`src/rtl/cordic_vectoring_iterative_if.sv`:
```
// cordic_vectoring_iterative_if: valid/ready input and output channels of the vectoring CORDIC
interface cordic_vectoring_iterative_if;
  logic signed [21:0] x_in;
  logic signed [21:0] y_in;
  logic               in_valid;
  logic               in_ready;
  logic signed [21:0] angle_out;
  logic signed [21:0] mag_out;
  logic               out_valid;
  logic               out_ready;
  modport master (output x_in, y_in, in_valid, out_ready, input in_ready, angle_out, mag_out, out_valid);
  modport slave (input x_in, y_in, in_valid, out_ready, output in_ready, angle_out, mag_out, out_valid);
endinterface

```
`src/rtl/cordic_vectoring_iterative.sv`:
```
// cordic_vectoring_iterative: iterative atan2/magnitude CORDIC in Q3.19 with valid/ready handshakes
module cordic_vectoring_iterative #(
  parameter int ITERATIONS = 17
) (
  input logic                        clk,
  input logic                        reset,
  input logic                        enable,
  cordic_vectoring_iterative_if.slave bus
);
  typedef enum logic [2:0] {IDLE, PREROT, ITER, SCALE, DONE} state_t;
  localparam logic [4:0] LAST = 5'(ITERATIONS - 1);
  localparam logic signed [24:0] PI_2 = 25'sd823550;
  localparam logic [21:0] ATAN [32] = '{
    22'd411775, 22'd243085, 22'd128439, 22'd65198, 22'd32725, 22'd16379, 22'd8191, 22'd4096,
    22'd2048, 22'd1024, 22'd512, 22'd256, 22'd128, 22'd64, 22'd32, 22'd16,
    22'd8, 22'd4, 22'd2, 22'd1, 22'd0, 22'd0, 22'd0, 22'd0,
    22'd0, 22'd0, 22'd0, 22'd0, 22'd0, 22'd0, 22'd0, 22'd0};
  state_t r_state, w_next;
  logic signed [24:0] r_x, r_y, r_z;
  logic        [4:0]  r_cnt;
  logic signed [21:0] r_angle, r_mag;
  logic signed [24:0] w_dx, w_dy, w_atan;
  logic signed [44:0] w_prod, w_mag;
  logic signed [21:0] w_sat;
  logic               w_zero;
  assign w_dx   = r_y >>> r_cnt;
  assign w_dy   = r_x >>> r_cnt;
  assign w_atan = {3'b000, ATAN[r_cnt]};
  // Gain compensation by K^-1 in Q0.19, rounded, then clamped into the 22-bit output range
  assign w_prod = 45'(r_x) * 45'sd318375;
  assign w_mag  = (w_prod + 45'sd262144) >>> 19;
  assign w_sat  = w_mag > 45'sd2097151 ? 22'sh1FFFFF : w_mag < 0 ? '0 : w_mag[21:0];
  assign w_zero = r_x == '0 && r_y == '0;
  assign bus.in_ready  = r_state == IDLE;
  assign bus.out_valid = r_state == DONE;
  assign bus.angle_out = r_angle;
  assign bus.mag_out   = r_mag;
  always_comb begin
    w_next = r_state;
    case (r_state)
      IDLE:    w_next = bus.in_valid ? PREROT : IDLE;
      PREROT:  w_next = ITER;
      ITER:    w_next = r_cnt == LAST ? SCALE : ITER;
      SCALE:   w_next = DONE;
      DONE:    w_next = bus.out_ready ? IDLE : DONE;
      default: w_next = IDLE;
    endcase
  end
  always_ff @(posedge clk or negedge reset)
    if (!reset) r_state <= IDLE;
    else if (enable) r_state <= w_next;
  always_ff @(posedge clk or negedge reset) begin
    if (!reset) begin
      r_x     <= '0;
      r_y     <= '0;
      r_z     <= '0;
      r_cnt   <= '0;
      r_angle <= '0;
      r_mag   <= '0;
    end else if (enable) begin
      case (r_state)
        IDLE: if (bus.in_valid) begin
          r_x <= {{3{bus.x_in[21]}}, bus.x_in};
          r_y <= {{3{bus.y_in[21]}}, bus.y_in};
        end
        // Fold the left half-plane into the right so the iterations converge; y = 0 folds to +pi
        PREROT: begin
          if (r_x < 0 && r_y >= 0) begin
            r_x <= r_y;
            r_y <= -r_x;
            r_z <= PI_2;
          end else if (r_x < 0) begin
            r_x <= -r_y;
            r_y <= r_x;
            r_z <= -PI_2;
          end else r_z <= '0;
          r_cnt <= '0;
        end
        ITER: begin
          r_x   <= r_y[24] ? r_x - w_dx : r_x + w_dx;
          r_y   <= r_y[24] ? r_y + w_dy : r_y - w_dy;
          r_z   <= r_y[24] ? r_z - w_atan : r_z + w_atan;
          r_cnt <= r_cnt + 5'd1;
        end
        SCALE: begin
          r_angle <= w_zero ? '0 : r_z[21:0];
          r_mag   <= w_zero ? '0 : w_sat;
        end
        default: ;
      endcase
    end
  end
endmodule
```
`src/flat_wrapper.sv`:
```
// flat-port wrapper written by rule: the top's interface ports become plain ports
module cordic_vectoring_iterative_flat 
#(
  parameter int ITERATIONS = 17
)
  (clk, reset, enable, bus_x_in, bus_y_in, bus_in_valid, bus_out_ready, bus_in_ready, bus_angle_out, bus_mag_out, bus_out_valid);
  cordic_vectoring_iterative_if bus_i ();
  input logic clk;
  input logic reset;
  input logic enable;
  input wire logic [$bits(bus_i.x_in)-1:0] bus_x_in;
  input wire logic [$bits(bus_i.y_in)-1:0] bus_y_in;
  input wire logic [$bits(bus_i.in_valid)-1:0] bus_in_valid;
  input wire logic [$bits(bus_i.out_ready)-1:0] bus_out_ready;
  output wire logic [$bits(bus_i.in_ready)-1:0] bus_in_ready;
  output wire logic [$bits(bus_i.angle_out)-1:0] bus_angle_out;
  output wire logic [$bits(bus_i.mag_out)-1:0] bus_mag_out;
  output wire logic [$bits(bus_i.out_valid)-1:0] bus_out_valid;
  assign bus_i.x_in = bus_x_in;
  assign bus_i.y_in = bus_y_in;
  assign bus_i.in_valid = bus_in_valid;
  assign bus_i.out_ready = bus_out_ready;
  assign bus_in_ready = bus_i.in_ready;
  assign bus_angle_out = bus_i.angle_out;
  assign bus_mag_out = bus_i.mag_out;
  assign bus_out_valid = bus_i.out_valid;
  cordic_vectoring_iterative #(.ITERATIONS(ITERATIONS)) u_core (.clk(clk), .reset(reset), .enable(enable), .bus(bus_i));
endmodule
```
`config.mk`:
```
export PLATFORM = sky130hd
export DESIGN_NAME = cordic_vectoring_iterative_flat
export DESIGN_NICKNAME = d
export VERILOG_FILES = /design/src/rtl/cordic_vectoring_iterative_if.sv /design/src/rtl/cordic_vectoring_iterative.sv /design/src/flat_wrapper.sv
export SDC_FILE = /design/constraint.sdc
export NUM_CORES = 1
export LEC_CHECK = 0
export BUFFER_PORTS_ARGS = -buffer_cell sky130_fd_sc_hd__buf_2
export CORE_MARGIN = 2
export CORE_UTILIZATION = 25
export CTS_CLUSTER_SIZE = 40
export DETAILED_ROUTE_END_ITERATION = 7
export GPL_TIMING_DRIVEN = 1
export MAX_ROUTING_LAYER = met4
export PLACE_DENSITY_LB_ADDON = 0.2
export SKIP_LAST_GASP = 1
export SLEW_MARGIN = 40
export SYNTH_ARGS = -nofsm -noshare
export SYNTH_HDL_FRONTEND = slang
export SYNTH_SLANG_ARGS = --single-unit
```
`constraint.sdc`:
```
create_clock -name clk -period 6.5 [get_ports clk]
set_input_delay 0.65 -clock clk [delete_from_list [all_inputs] [get_ports clk]]
set_output_delay 0.65 -clock clk [all_outputs]
set_load 0.01 [all_outputs]
```
==> impl_metrics.json <==
{
  "yosysSeqAreaShare_pct": 12.08,
  "ys_seq_elements": 124,
  "io_buffer_count": 94,
  "synthArstFlopShare_pct": 100.0,
  "final-setup-viol-count": 21,
  "critPathMaxFanout": 10,
  "die_y_um": 324.5,
  "h-tree-depth": 4,
  "drive_above_1_share_pct": 22.20,
  "start_util_pct": 25.21,
  "yosys-top-cells-area": "fa_1 20%, ha_1 15%, dfrtp_1 12%",
  "area_growth_pct": 22.58,
  "ant_nets": 0,
  "instances_no_fill": 4676,
  "core-area_sq_um": 101900,
  "layout.nets": 3904,
  "grt_usage_pct": 19.26,
  "status": "complete, but fails checks",
  "synth_most_common_cell": "inv_1",
  "final_hold_viol_count": 0,
  "arrival_ns": 6.93,
  "cts_tree": "built",
  "synth_commonest_cells": "483 x inv_1, 305 x ha_1, 256 x fa_1",
  "start_kind": "register",
  "synth_top_area_share_pct": 19.95,
  "critical_path_class": "register to register",
  "routedWlPerCell_um": 20.92,
  "rows": 117,
  "root_buffer": "clkbuf_16",
  "dpl_worst_slack_ns": -0.2048,
  "synth_nets": 3573,
  "grt_max_degree": 67,
  "fin_crit_ns": 6.575,
  "cts.sinks": 124,
  "vias": 22870,
  "clock_skew_ns": 0.03040,
  "worstSetupEndpointType": "register",
  "crit_required_ns": 6.86,
  "dp_cells": 4616,
  "min_path_type": "input port to asynchronous set/reset pin",
  "gr-total-overflow": 0,
  "cts_max_path_buffers": 2,
  "synth_area_per_cell_sq_um": 8.668,
  "max-slew-margin-rel_pct": 41.93,
  "grt_pass1_vias": 23568,
  "die_x_um": 324.5,
  "filler_cell_count": 11011,
  "synth-edff-count": 0,
  "fmax_ghz": 0.1521,
  "firstDrtPassIters": 5,
  "rsz0062_at_grt": "yes",
  "r2r_start": "u_core.r_x[12]",
  "place_hpwl_um": 79310,
  "antenna_found_initial": 1,
  "grt_pass1_wl_um": 150800,
  "post-route-period-util_pct": 101.2,
  "fin_ws_ns": -0.07539,
  "clock_latency_ns": 0.50,
  "r2r_slack_ns": -0.08,
  "worst_slew_pin_slew_ns": 0.8659,
  "wirelength_um": 97820,
  "ys.flop_type": "dfrtp_1",
  "place.gp.congestion": 0.9606,
  "synth_top_cell_by_area": "fa_1",
  "syn-cell-area_sq_um": 25680,
  "yosys_warnings": 0,
  "drv_cap": 0,
  "crit_start": "u_core.r_x[12]",
  "clk_pin_slew_ns": 0.08,
  "cts_made_buffers": 17,
  "violations": "setup timing",
  "netlist_instances": 2963,
  "die_area_sq_um": 105300,
  "slew_violations": 0,
  "vias_per_cell": 4.891,
  "drc": 0,
  "ios": 95,
  "post_synth_num_cell_types": 83,
  "first_iter_violations": 1685
}
## sequential cells by signal (all words and copies together) (netlist names)
name and count:
u_core.r_x 25, u_core.bus.angle_out 22, u_core.bus.mag_out 22, u_core.r_y 25, u_core.r_cnt 5, u_core.r_state 3, u_core.r_z 22
## logic make-up (layout without fill, tap and decap cells)
kind of cell,Yosys count,in the layout,synth area share (%)
flip-flops,124,124,12.08
AND/OR/NAND/NOR,657,657,12.66
multiplexers,107,107,6.757
XOR/XNOR,152,152,5.183
adder cells (fa/ha/maj),561,561,34.81
other,0,1,0
buffers and inverters,628,972,9.519
AO/OA/AOI/OAI,734,734,18.98
## path summary, 6_finish.rpt
kind	endpoint	cells after the start
worst min register to register	u_core.bus.mag_out[21]	1
worst max register to register	u_core.bus.mag_out[0]	25
min in group clk	u_core.r_state[1]	2
worst max-delay path	u_core.bus.mag_out[0]	25
max in group asynchronous	u_core.r_x[5]	2
worst min-delay path	u_core.bus.mag_out[19]	1
## worst max-delay path: stages (launching register included)
cell       delay (ns)
dfrtp_2          0.46
buf_4            0.16
ha_4             0.25
inv_2            0.03
fa_1             0.47
fa_1             0.50
inv_1            0.06
fa_1             0.59
fa_1             0.46
fa_1             0.50
inv_1            0.06
fa_1             0.53
inv_1            0.07
ha_4             0.28
nand4_1          0.07
or3_4            0.34
a21oi_2          0.16
a211oi_2         0.06
buf_4            0.16
or3_4            0.35
a21oi_2          0.14
nor3b_2          0.07
nor4_4           0.27
buf_4            0.17
clkbuf_16        0.15
o211ai_1         0.08
## final cells by class
| type | instances | area [sq um] | share of cell area (%) |
|---|---|---|---|
| clock buffer | 17 | 425.4 | 1.351 |
| tap | 1368 | 1712 | 5.437 |
| multi-input combinational | 2211 | 20910 | 66.40 |
| clock inverter | 15 | 171.4 | 0.5445 |
| antenna | 1 | 2.502 | 0.007948 |
| inverter | 485 | 1823 | 5.790 |
| timing repair buffer | 455 | 3317 | 10.54 |
| sequential | 124 | 3127 | 9.932 |
## stage by stage
step                      TNS, ns  cell area (sq um)  hold WS, ns  util, %
after floorplan                 0              25740       0.3544        -
after global placement     -4.680              29930       0.4650    29.38
after detailed placement   -4.087              29980       0.4729    29.42
after CTS                  -4.008              30910       0.1676    30.34
after global routing       -6.036              31480       0.1989    30.90
final                      -1.158              31480       0.1506    30.90
## per-layer routing
metal	part of all wire [%]	vias to the layer above	routed length [um]	global-route usage, %
met5	0	-	0	-
met4	2.0	0	1979	4.338
met3	4.5	100	4401	2.131
met2	48	540	46530	30.96
met1	46	11290	44910	26.02
li1	-	10940	-	-
## repair_timing
action	in CTS	in global routing
setup endpoints to repair	21	21
resized for setup	52	100
cloned	1	0
buffers inserted	11	16
hold buffers	0	0
pin swaps	2	70
## cells in the final DEF, fill, tap and decap left out, types with 40 or more instances in the layout
cell | netlist | final
a21o_1 | 42 | 42
a21oi_1 | 169 | 158
buf_2 | 16 | 93
buf_4 | 4 | 345
dfrtp_1 | 124 | 107
fa_1 | 256 | 238
ha_1 | 305 | 256
inv_1 | 483 | 458
mux4_2 | 46 | 46
nand2_1 | 188 | 186
nor2_1 | 179 | 171
nor3_1 | 46 | 40
o211ai_1 | 57 | 57
o21ai_0 | 146 | 138
xnor2_1 | 97 | 97
xor2_1 | 55 | 55
Power is not shown: default switching activity piles up to over one toggle a cycle in this logic, so the estimate is an artifact.
